**src/rtl/fetch_pkg.sv**
```systemverilog
// rtl/fetch_pkg.sv - shared constants and types for the fetch-stage controller
package fetch_pkg;

    localparam logic [31:0] NOP_INSTR = 32'h0000_0013;

    typedef enum logic [1:0] {
        ST_BOOT = 2'd0,
        ST_RUN  = 2'd1,
        ST_HALT = 2'd2
    } fetch_state_t;

    localparam logic [1:0] CAUSE_NONE      = 2'b00;
    localparam logic [1:0] CAUSE_MISALIGN  = 2'b01;
    localparam logic [1:0] CAUSE_RANGE     = 2'b10;
    localparam logic [1:0] CAUSE_BOTH      = 2'b11;

endpackage

```
**src/rtl/fetch_addr_check.sv**
```systemverilog
// rtl/fetch_addr_check.sv - combinational legality check of a fetch address
module fetch_addr_check
    import fetch_pkg::*;
#(
    parameter int IMEM_BYTES = 81
) (
    input  logic [31:0] addr,
    output logic        misaligned,
    output logic        out_of_range,
    output logic [1:0]  cause
);

    localparam logic [32:0] LIMIT = 33'(IMEM_BYTES);

    // The 33-bit sum keeps addresses near 2^32 from wrapping back into range.
    assign misaligned   = (addr[1:0] != 2'b00);
    assign out_of_range = (({1'b0, addr} + 33'd3) >= LIMIT);
    assign cause        = {out_of_range, misaligned};

endmodule

```
**src/rtl/pipeline_fetch_ctrl.sv**
```systemverilog
// rtl/pipeline_fetch_ctrl.sv - PC sequencing and IF/ID loading for the fetch stage
module pipeline_fetch_ctrl
    import fetch_pkg::*;
#(
    parameter logic [31:0] RESET_PC   = 32'h0000_0000,
    parameter int          IMEM_BYTES = 81,
    parameter logic [31:0] NOP_INSTR  = fetch_pkg::NOP_INSTR
) (
    input  logic        clk,
    input  logic        reset,
    output logic [31:0] imem_pc,
    input  logic [31:0] imem_instr,
    input  logic        stall,
    input  logic        redirect,
    input  logic [31:0] redirect_pc,
    output logic [31:0] if_id_pc,
    output logic [31:0] if_id_instr,
    output logic        if_id_valid,
    output logic        halted,
    output logic        fault,
    output logic [1:0]  fault_cause,
    output logic [31:0] fault_pc,
    output logic [31:0] fetch_count
);

    fetch_state_t state;
    logic [31:0]  pc;
    logic         pc_mis, pc_oor, rd_mis, rd_oor;
    logic [1:0]   pc_cause, rd_cause;
    logic         pc_legal, rd_legal;

    fetch_addr_check #(.IMEM_BYTES(IMEM_BYTES)) u_pc_check (
        .addr         (pc),
        .misaligned   (pc_mis),
        .out_of_range (pc_oor),
        .cause        (pc_cause)
    );

    fetch_addr_check #(.IMEM_BYTES(IMEM_BYTES)) u_rd_check (
        .addr         (redirect_pc),
        .misaligned   (rd_mis),
        .out_of_range (rd_oor),
        .cause        (rd_cause)
    );

    assign pc_legal = !(pc_mis || pc_oor);
    assign rd_legal = !(rd_mis || rd_oor);
    assign imem_pc  = pc;
    assign halted   = (state == ST_HALT);

    always_ff @(posedge clk or posedge reset) begin
        if (reset) begin
            state       <= ST_BOOT;
            pc          <= RESET_PC;
            if_id_pc    <= 32'h0;
            if_id_instr <= NOP_INSTR;
            if_id_valid <= 1'b0;
            fault       <= 1'b0;
            fault_cause <= CAUSE_NONE;
            fault_pc    <= 32'h0;
            fetch_count <= 32'h0;
        end else begin
            case (state)
                ST_BOOT: state <= ST_RUN;
                ST_RUN: begin
                    if (redirect) begin
                        if_id_pc    <= 32'h0;
                        if_id_instr <= NOP_INSTR;
                        if_id_valid <= 1'b0;
                        if (rd_legal) begin
                            pc <= redirect_pc;
                        end else begin
                            fault       <= 1'b1;
                            fault_cause <= rd_cause;
                            fault_pc    <= redirect_pc;
                            state       <= ST_HALT;
                        end
                    end else if (!stall) begin
                        if (pc_legal) begin
                            // imem_instr is only captured here, so X elsewhere never enters IF/ID.
                            if_id_pc    <= pc;
                            if_id_instr <= imem_instr;
                            if_id_valid <= 1'b1;
                            pc          <= pc + 32'd4;
                            fetch_count <= fetch_count + 32'd1;
                        end else begin
                            if_id_pc    <= 32'h0;
                            if_id_instr <= NOP_INSTR;
                            if_id_valid <= 1'b0;
                            fault       <= 1'b1;
                            fault_cause <= pc_cause;
                            fault_pc    <= pc;
                            state       <= ST_HALT;
                        end
                    end
                end
                ST_HALT: begin
                    if (redirect) begin
                        if (rd_legal) begin
                            pc          <= redirect_pc;
                            fault       <= 1'b0;
                            fault_cause <= CAUSE_NONE;
                            state       <= ST_RUN;
                        end else begin
                            fault_cause <= rd_cause;
                            fault_pc    <= redirect_pc;
                        end
                    end
                end
                default: state <= ST_BOOT;
            endcase
        end
    end

endmodule

```
**config.mk**
```make
export PLATFORM = sky130hd
export DESIGN_NAME = pipeline_fetch_ctrl
export DESIGN_NICKNAME = d
export VERILOG_FILES = /design/src/rtl/fetch_pkg.sv /design/src/rtl/fetch_addr_check.sv /design/src/rtl/pipeline_fetch_ctrl.sv
export SDC_FILE = /design/constraint.sdc
export NUM_CORES = 1
export LEC_CHECK = 0
export CORE_AREA = 8 8 189 173
export CTS_CLUSTER_SIZE = 28
export DETAILED_ROUTE_END_ITERATION = 12
export DIE_AREA = 0 0 197 181
export PLACE_DENSITY = 0.64
export SYNTH_ARGS = -nofsm -noshare
export SYNTH_HDL_FRONTEND = slang
export SYNTH_SLANG_ARGS = --single-unit
export TNS_END_PERCENT = 50
```
**constraint.sdc**
```tcl
create_clock -name clk -period 7 [get_ports clk]
set_clock_uncertainty 0.2 [all_clocks]
set_input_delay 1.4 -clock clk [delete_from_list [all_inputs] [get_ports clk]]
set_output_delay 1.4 -clock clk [all_outputs]
set_load 0.01 [all_outputs]
```
; ---- Yosys cells after proc, flatten, opt, wreduce, memory -nomap -nowiden
; Cells that the tools add are included.
[classes]
n_reduce_logical = 13
eq_ne = 9
addsub = 4
n_mux = 42
bitwise = 3
n_lt_le_gt_ge = 2
[op_table]
columns = operator, n
row1 = $mux 32, 16
row2 = $pmux 32 s2, 2
row3 = $add 32x2->33 const B, 2
row4 = $ge 33x7->1 const B, 2
row5 = $add 32x1->32 const B, 1
row6 = $add 32x3->32 const B, 1
row7 = $mux 2, 12
row8 = $ne 3x3->1 const B, 4
row9 = $reduce_and 4->1, 3
row10 = $reduce_and 5->1, 2
row11 = $mux 1, 9
row12 = $pmux 2 s3, 1
row13 = $reduce_and 6->1, 1
row14 = $reduce_bool 2->1, 3
row15 = $ne 2x2->1 const B, 2
row16 = $pmux 2 s2, 1
row17 = $not 1->1, 3
row18 = $eq 2x1->1 const B, 1
row19 = $eq 2x2->1 const B, 1
row20 = $logic_not 2->1, 1
row21 = $logic_or 1x1->1, 2
row22 = $ne 2x1->1 const B, 1
row23 = $pmux 1 s2, 1
row24 = $reduce_and 2->1, 1
[word_totals]
regBits = 166
word_cells = 82

; ---- Depth between registers and ports, before layout
; Gate-level depths: netlist (run 1).
[depth]
depth_word = 7
mapped_depth = 14
mapped_depth_nobuf = 11

; ---- Hierarchy
; From an unflattened synthesis (run 1), not the netlist that was laid out.
[hier_totals]
cells_unflattened = 899
area_unflattened_um2 = 9044.9
[modules_own_cells]
columns = mod, instances, cells_per_inst, seq_area_each_um2, area_each_um2
row1 = pipeline_fetch_ctrl, 1, 679, 4157.7, 7505.9
row2 = fetch_addr_check, 2, 110, 0.0, 769.5

; ---- Least setup slack after synthesis (run 1)
; No wires, ideal clock.
[synth_path]
path_kind = input port to flip-flop
startpoint = in redirect_pc[7]
endpoint = reg pc[0] (netlist: imem_pc[0])
cell_stages = 11
arrival_ns = 4.427
required_ns = 6.721
setup_slack_ns = 2.294
cell_sequence = buf_2 > nand3_1 > or4_4 > or4_4 > a211o_1 > a2111o_1 > nor4b_4 > nand2_2 > buf_6 > nor3_4 > mux2i_1
[synth_via]
elab_chain_len = 6
word_cells_on_any_way = 7
cone_classes = add/sub: 1 / order compare: 1 / mux: 4 / reduce/logical: 1
[synth_rtl]
columns = element, line_no
row1 = start: declaration, pipeline_fetch_ctrl.sv:15  ; input logic [31:0] redirect_pc,
row2 = $add 32x2->33 *, fetch_addr_check.sv:17  ; assign out_of_range = (({1'b0, addr} + 33'd3) >= LIMIT);
row3 = $ge 33x7->1 *, fetch_addr_check.sv:17
row4 = $logic_or 1x1->1 *, pipeline_fetch_ctrl.sv:47  ; assign rd_legal = !(rd_mis || rd_oor);
row5 = $mux 32 *, -
row6 = $mux 32 (on tied branches), -
row7 = $pmux 32 s2 *, -
row8 = end signal: assignment, pipeline_fetch_ctrl.sv:71  ; pc <= redirect_pc;
row9 = end signal: assignment, pipeline_fetch_ctrl.sv:84  ; pc <= pc + 32'd4;
row10 = end signal: assignment, pipeline_fetch_ctrl.sv:100  ; pc <= redirect_pc;
row11 = end: declaration, pipeline_fetch_ctrl.sv:27  ; logic [31:0] pc;
; Mark *: on every way between the ends. The rest lies on a longest branch, timed or not. The select of a mux whose other input is x is not followed.
; A chain may end at the register's enable or synchronous reset.

; ---- Worst setup path after layout (run 1)
[layout_path]
startpoint = in redirect_pc[0]
endpoint = reg fault_pc[27]
[layout_via]
elab_chain_len = 6
word_cells_on_any_way = 8
cone_classes = add/sub: 1 / order compare: 1 / mux: 4 / reduce/logical: 2
[layout_rtl]
columns = element, line_no
row1 = $add 32x2->33, fetch_addr_check.sv:17
row2 = $ge 33x7->1, fetch_addr_check.sv:17
row3 = $logic_or 1x1->1 *, pipeline_fetch_ctrl.sv:47
row4 = $mux 32 *, -
row5 = $mux 32 (on tied branches), -
row6 = $pmux 32 s2 *, -
row7 = end signal: assignment, pipeline_fetch_ctrl.sv:75  ; fault_pc <= redirect_pc;
row8 = end signal: assignment, pipeline_fetch_ctrl.sv:92  ; fault_pc <= pc;
row9 = end signal: assignment, pipeline_fetch_ctrl.sv:106  ; fault_pc <= redirect_pc;
row10 = end: declaration, pipeline_fetch_ctrl.sv:22  ; output logic [31:0] fault_pc,
; Marked as above.

==> metrics.md, run 1 <==
| Metric | Value |
|---|---|
| Status | `finished clean` |
| Pleak | `4.88 nW` |
| Syn Inst Count | `844` |
| GR peak layer | `met2` |
| Max clock buf depth | `2` |
| Antenna diodes | `0` |
| Width of the die | `197 um` |
| Worst-margin pin slew | `1.11 ns` |
| Starting DRT DRC Count | `577` |
| Final net count | `1,127` |
| Cell mode on critical path | `nor4_1` |
| CP Class | `in2reg` |
| Post-synth top area cell | `dfrtp_1` |
| Largest net degree at the start of global routing | `96` |
| Met1 Use GR | `22.6%` |
| Hold Crit Depth | `1` |
| Synth Area in Compound Gates | `16.5%` |
| R2r startpoint | `imem_pc[0]` |
| Number of global-route vias before repair | `7,660` |
| Synth Area in Adders | `1.44%` |
| Starting Density | `29.5%` |
| First-pass DRT Iterations | `5` |
| Crit Path Max Fanout | `22` |
| Asr flop ratio synth | `100%` |
| Pre-CTS setup slack | `0.949 ns` |
| Die ar. | `35,700 um2` |
| Vias post-DR | `7,679` |
| R2R Path End | `if_id_instr[12]` |
| Tmin final | `5.70 ns` |
| Final worst slack | `1.30 ns` |
| # DRC | `0` |
| TritonCTS buffer count | `17` |
| CP required | `7.15 ns` |
| ANT nets after route | `0` |
| Row count | `60` |
| Max_cap viols | `0` |
| Worst Setup Start Kind | `input port` |
| # clock sinks | `166` |
| CTS tree | `done` |
| Most frequent cells in the layout | `clkdlybuf4s50_1 (232), dfrtp_1 (163), and2_1 (55)` |
| Hold Violations, Final | `0` |
| Register area share after synthesis | `48.0%` |
| Slew margin rel. | `26.1%` |
| Worst-skew pair later-pin latency | `0.44 ns` |
| Initial antenna violation count | `0` |
| DP Area | `11,400 um2` |
| GRT Total Usage | `16.7%` |
| Fin util | `40.8%` |
| Slowest CP cell | `a22oi_2` |
| RSZ-0062 raised after global routing | `no` |
| Top cells by area, synth | `dfrtp_1 (47%), and2_1 (4.0%), xnor2_1 (3.9%)` |
| Syn Nets | `922` |
| CP max stage delay | `0.74 ns` |
| Clock transition at path regs | `0.08 ns` |
| R2R depth | `11` |
| Number of setup buffers added after CTS | `0` |
| Crit path DAT | `5.85 ns` |
| Die height | `181 um` |
| Global-route wire length before repair | `46,900 um` |
| Layout area overhead | `38.6%` |
| Pwr per Cell Area | `236 nW/um2` |
| Global-route track usage on met2 | `26.6%` |
| Dominant synthesized flop cell | `dfrtp_1` |
| Synthesized area per cell | `10.3 um2` |
| Most common cell after layout, fill and taps aside | `clkdlybuf4s50_1` |
| Final setup fails | `0` |
| H-Tree Depth | `4` |
| Finished Cell Area | `12,000 um2` |
| Fmax | `0.175 GHz` |
| Layout cells sized above 1 | `7.06%` |
| Mux cell area share after synthesis | `4.13%` |
| CTS root buf | `clkbuf_16` |
| # IOs | `233` |
| Post-Synth XOR/XNOR Area | `5.05%` |
| Hold_sp | `fetch_count[31]` |
| Worst path cell trace | `clkdlybuf4s50_1 -> inv_1 -> ha_1 -> and4b_1 -> nand2_1 -> o31a_1 -> nor4_1 -> nand3_1 -> nor4_1 -> nand4b_1 -> a22oi_2 -> buf_12 -> o2bb2ai_1` |
| WHS Endpoint | `fetch_count[31]` |
| Register bit count reported by yosys | `166` |
| Core box area | `29,400 um2` |
| Synth warn | `0` |
| Drt via density | `5.24` |
| GP Congestion | `0.916` |
| Final wirelength | `30,200 um` |
| GR met3 Demand/Resource | `3.40%` |
| CP Capture Type | `register` |
| Post-synth EDFFs | `0` |
| Synth Area in Simple Gates | `21.2%` |
| PortBufs | `232` |
| DPL Wire Length | `22,500 um` |
| Count of final max-slew check failures | `0` |
| Global route total overflow | `0` |
| Synth top area share | `47.1%` |
| Largest family of logic cells by synthesized area | `simple AND/OR/NAND/NOR gates` |
| Fin crit share | `81.4%` |
| TNS Setup | `0 ns` |
| Worst Hold Class | `reg2reg` |
| IR drop worst, VDD | `0.186 mV` |
| Mapped Area | `8670 um2` |
| WL per Instance | `20.6 um` |
| Hold_buf cts | `0` |
| R2R setup slack | `1.66 ns` |
| Cell variety after synth | `75` |
| Resized Gates After CTS | `0` |
[cell families after synthesis]
family	Yosys count
mux	35
buf+inv	78
xor+xnor	50
simple gates	320
flops	166
compound gates	185
fa+ha+maj	10
[power by group]
group | internal (mW) | leakage (nW) | total [mW] | switching [mW]
clock network | 0.501 | 0.307 | 1.01 | 0.506
registers | 1.05 | 2.22 | 1.10 | 0.0549
logic | 0.323 | 2.36 | 0.731 | 0.407
[per-stage QoR]
stage | total power, mW | hold WS, ns | instances
global placement | 1.84 | 0.262 | 1433
floorplan | 1.50 | 0.308 | 844
finish | 2.84 | 0.277 | 1465
detailed placement | 1.85 | 0.271 | 1433
CTS | 2.87 | 0.290 | 1465
global route | 2.98 | 0.303 | 1465
[metal layers]
| layer | wire, um | vias to the layer above |
|---|---|---|
| met1 | 13900 | 3847 |
| met2 | 14300 | 243 |
| met3 | 1520 | 29 |
| met4 | 508 | 0 |
| met5 | 0 | - |
| li1 | - | 3560 |
[state kept, by name, summed over array words and instances (netlist names)]
signal       cells
fault_cause      2
if_id_instr     32
fault_pc        32
fault            1
imem_pc         32
if_id_pc        32
fetch_count     32
if_id_valid      1
state            2
[cell usage after synthesis, types with 6 or more instances]
master	instances
dfrtp_1	163
a21oi_1	15
and4_1	7
inv_1	23
o21ai_0	17
xnor2_1	39
and2_1	55
nor3_1	17
a22o_1	35
o22ai_1	6
nor2_1	40
and3_1	12
or4_1	7
o2bb2ai_1	33
a31oi_1	13
mux2_2	6
or3_1	7
xor2_1	11
nand3_1	39
nand2_1	52
nor4_1	23
nand2b_1	7
ha_1	10
nand4_1	25
clkbuf_1	36
mux2i_1	29
o31ai_1	9
buf_2	16
[final cells by class]
cell class / instances / area, um2
Clock buffer: 17 / 425
Sequential cell: 166 / 4160
Timing Repair Buffer: 240 / 2390
Clock inverter: 15 / 216
Multi-Input combinational cell: 600 / 4220
Fill cell: 2905 / 17400
Tap cell: 403 / 504
Inverter: 24 / 95.1
[worst max-delay path by stage]
| stage | depth (start not counted) | from | end | slack (ns) |
|---|---|---|---|---|
| 3_3_place_gp | 12 | redirect_pc[0] | imem_pc[4] | 1.03 |
| 2_1_floorplan | 1 | reset | fault | 0.91 |
| 6_report | 13 | redirect_pc[0] | fault_pc[27] | 1.30 |
| 5_1_grt | 11 | redirect_pc[7] | fault_pc[24] | 0.95 |
| 4_1_cts | 13 | redirect_pc[0] | fault_pc[24] | 1.40 |
| 3_5_place_dp | 13 | redirect_pc[0] | fault_pc[27] | 0.95 |
[critical path: cells and delay by family]
kind	cells	cell delay, ns
adders and majority gates	1	0.32
buffers and inverters	3	0.96
and+or+nand+nor	6	2.01
AOI/OAI and AO/OA	3	1.13
Power figures use the tool's default switching activity.
==> run 2, diff against run 1 <==
--- a/config.mk
+++ b/config.mk
@@ -9,7 +9,7 @@
 export CTS_CLUSTER_SIZE = 28
 export DETAILED_ROUTE_END_ITERATION = 12
 export DIE_AREA = 0 0 197 181
-export PLACE_DENSITY = 0.64
+export PLACE_DENSITY = 0.66
 export SYNTH_ARGS = -nofsm -noshare
 export SYNTH_HDL_FRONTEND = slang
 export SYNTH_SLANG_ARGS = --single-unit
==> constraint.sdc (replaced) <==
create_clock -name clk -period 4.65 [get_ports clk]
set_clock_uncertainty 0.2 [all_clocks]
set_input_delay 0.93 -clock clk [delete_from_list [all_inputs] [get_ports clk]]
set_output_delay 0.93 -clock clk [all_outputs]
set_load 0.01 [all_outputs]
==> metrics.md, run 2 (synthesis results as in run 1) <==
| Metric | Value |
|---|---|
| Status | `finished clean` |
| R2R depth | `11 (unchanged)` |
| CTS root buf | `clkbuf_16` |
| Fmax | `0.225 GHz` |
| RSZ-0062 raised after global routing | `no` |
| Pwr per Cell Area | `344 nW/um2 (+46%)` |
| DPL Wire Length | `23,200 um (+3.1%)` |
| ANT nets after route | `0 (unchanged)` |
| CP Capture Type | `register` |
| Die ar. | `35,700 um2 (unchanged)` |
| Worst path cell trace | `inv_1 -> ha_1 -> nand4b_1 -> or4_1 -> nor4_1 -> mux2_2 -> a211o_1 -> nor4_4 -> nand3_1 -> or4_1 -> xnor2_1` |
| Hold_sp | `fetch_count[31]` |
| Most frequent cells in the layout | `clkdlybuf4s50_1 (232), dfrtp_1 (162), buf_4 (73)` |
| Layout fillers | `2,857 (-1.7%)` |
| Pleak | `5.21 nW (+6.8%)` |
| Layout area overhead | `45.0%` |
| GRT Total Usage | `16.7% (+0.032 points)` |
| Slew margin rel. | `52.1% (+26 points)` |
| Sw power | `1.47 mW (+52%)` |
| WHS Endpoint | `fetch_count[31]` |
| Die height | `181 um (unchanged)` |
| Crit path DAT | `4.56 ns (-1.29 ns)` |
| Core box area | `29,400 um2 (unchanged)` |
| Post-Layout Cell Count | `1,534 (+4.7%)` |
| Global route total overflow | `0 (unchanged)` |
| Global-route wire length before repair | `47,300 um (+0.66%)` |
| Hold Violations, Final | `0 (unchanged)` |
| Crit Path Max Fanout | `7 (-68%)` |
| IR drop worst, VDD | `0.291 mV (+56%)` |
| # DRC | `0 (unchanged)` |
| Hold WS | `0.278 ns (+0.00134 ns)` |
| H-Tree Depth | `4 (unchanged)` |
| Fin util | `42.7% (+1.9 points)` |
| Largest net degree at the start of global routing | `105 (+9.4%)` |
| R2R setup slack | `0.21 ns (-1.45 ns)` |
| First-pass DRT Iterations | `5 (unchanged)` |
| Combinational share of power | `26.6% (+0.9 points)` |
| Cell Int Power | `2.86 mW (+53%)` |
| CP max stage delay | `0.64 ns (-0.10 ns)` |
| Most common cell after layout, fill and taps aside | `clkdlybuf4s50_1` |
| Final wirelength | `30,400 um (+0.75%)` |
| Multi-input gate area | `4210 um2 (about the same)` |
| Vias post-DR | `7,919 (+3.1%)` |
| Worst-skew pair later-pin latency | `0.44 ns (about the same)` |
| Final net count | `1,196 (+6.1%)` |
| R2r startpoint | `imem_pc[0]` |
| CP Class | `reg2reg` |
| Width of the die | `197 um (unchanged)` |
| Row count | `60 (unchanged)` |
| Final setup fails | `0 (unchanged)` |
| WL per Instance | `19.8 um (-3.8%)` |
| # clock sinks | `166 (unchanged)` |
| Clock transition at path regs | `0.09 ns (about the same)` |
| Initial antenna violation count | `0 (unchanged)` |
| Worst Hold Class | `reg2reg` |
| Hold Crit Depth | `1 (unchanged)` |
| CTS tree | `done` |
| Slowest CP cell | `or4_1` |
| Starting DRT DRC Count | `559 (-3.1%)` |
| PortBufs | `232 (unchanged)` |
| # IOs | `233 (unchanged)` |
| Antenna diodes | `0 (unchanged)` |
| Hold_buf cts | `0 (unchanged)` |
| Sw Ratio | `33.9% (-0.19 points)` |
| TritonCTS buffer count | `17 (unchanged)` |
| # placed instances | `1,502 (+4.8%)` |
| Starting Density | `29.5% (unchanged)` |
| Number of global-route vias before repair | `7,927 (+3.5%)` |
| Fin crit share | `95.4%` |
| Tmin final | `4.44 ns` |
| CP required | `4.77 ns (-2.38 ns)` |
| Max clock buf depth | `2 (unchanged)` |
| Cell mode on critical path | `or4_1` |
| Reg area | `4160 um2 (about the same)` |
| Seq pwr share | `38.4% (-0.4 points)` |
| Worst-margin pin slew | `0.712 ns (-0.397 ns)` |
| Count of final max-slew check failures | `0 (unchanged)` |
| Clk pwr share | `35.0% (-0.5 points)` |
| Layout cells sized above 1 | `12.9% (+5.8 points)` |
| Drt via density | `5.16 (-1.5%)` |
| R2R Path End | `fetch_count[18]` |
| Max_cap viols | `0 (unchanged)` |
| Worst Setup Start Kind | `register` |
| GP Congestion | `0.915 (-0.15%)` |
[run 2: worst max-delay path: cells and delay by family (launching register included)]
kind	cells	cell delay [ns]
compound gates	1	0.34
xor+xnor	1	0.14
simple gates	6	2.38
buf+inv	1	0.10
flops	1	0.51
fa+ha+maj	1	0.26
mux	1	0.38
[run 2: routing by layer]
metal / GRT usage, % / share of wire [%] / vias up
li1: - / - / 3688
met1: 23.1 / 46 / 3953
met2: 26.0 / 46 / 248
met3: 3.31 / 5.3 / 30
met4: 5.32 / 2.0 / 0
met5: 0 / 0 / -
[run 2: how the worst max path moves through the flow]
stage | slack (ns) | cells past startpoint | start | to
after floorplan | 0.39 | 12 | imem_pc[0] | fetch_count[24]
after CTS | 0.18 | 11 | imem_pc[1] | fetch_count[21]
final | 0.21 | 11 | imem_pc[0] | fetch_count[18]
after global routing | 0.007 | 11 | imem_pc[0] | fetch_count[18]
after detailed placement | -0.14 | 13 | redirect_pc[7] | fault_pc[1]
after global placement | -0.12 | 13 | redirect_pc[7] | fault_pc[4]
[run 2: through the flow]
stage	TNS, ns	cell area, um2	worst slack (ns)	power, mW
floorplan	0	8670	0.393	2.26
global placement	-5.05	11900	-0.123	2.83
detailed placement	-6.05	11900	-0.139	2.84
CTS	0	12600	0.182	4.38
global route	0	12600	0.00687	4.52
finish	0	12600	0.212	4.33
[run 2: area by class of cell]
cell class              count  area share [%]
inverters                  24           0.747
multi-input cells         600            33.5
well taps                 403            4.01
repair buffers            309            23.5
flip-flops and latches    166            33.1
clock buffers              17            3.38
clock inverters            15            1.76
[run 2: repair_timing]
| item | in CTS | in global routing |
|---|---|---|
| buffers inserted | 0 | 0 |
| resized for setup | 0 | 3 |
| setup endpoints to repair | 0 | 15 |
[run 2: power by group through the flow]
stage	Combinational (mW)	Clock, mW	Sequential (mW)
2_1_floorplan	0.535	0	1.73
3_3_place_gp	1.14	0	1.69
3_5_place_dp	1.16	0	1.69
4_1_cts	1.16	1.55	1.66
5_1_grt	1.24	1.60	1.68
6_report	1.15	1.51	1.66
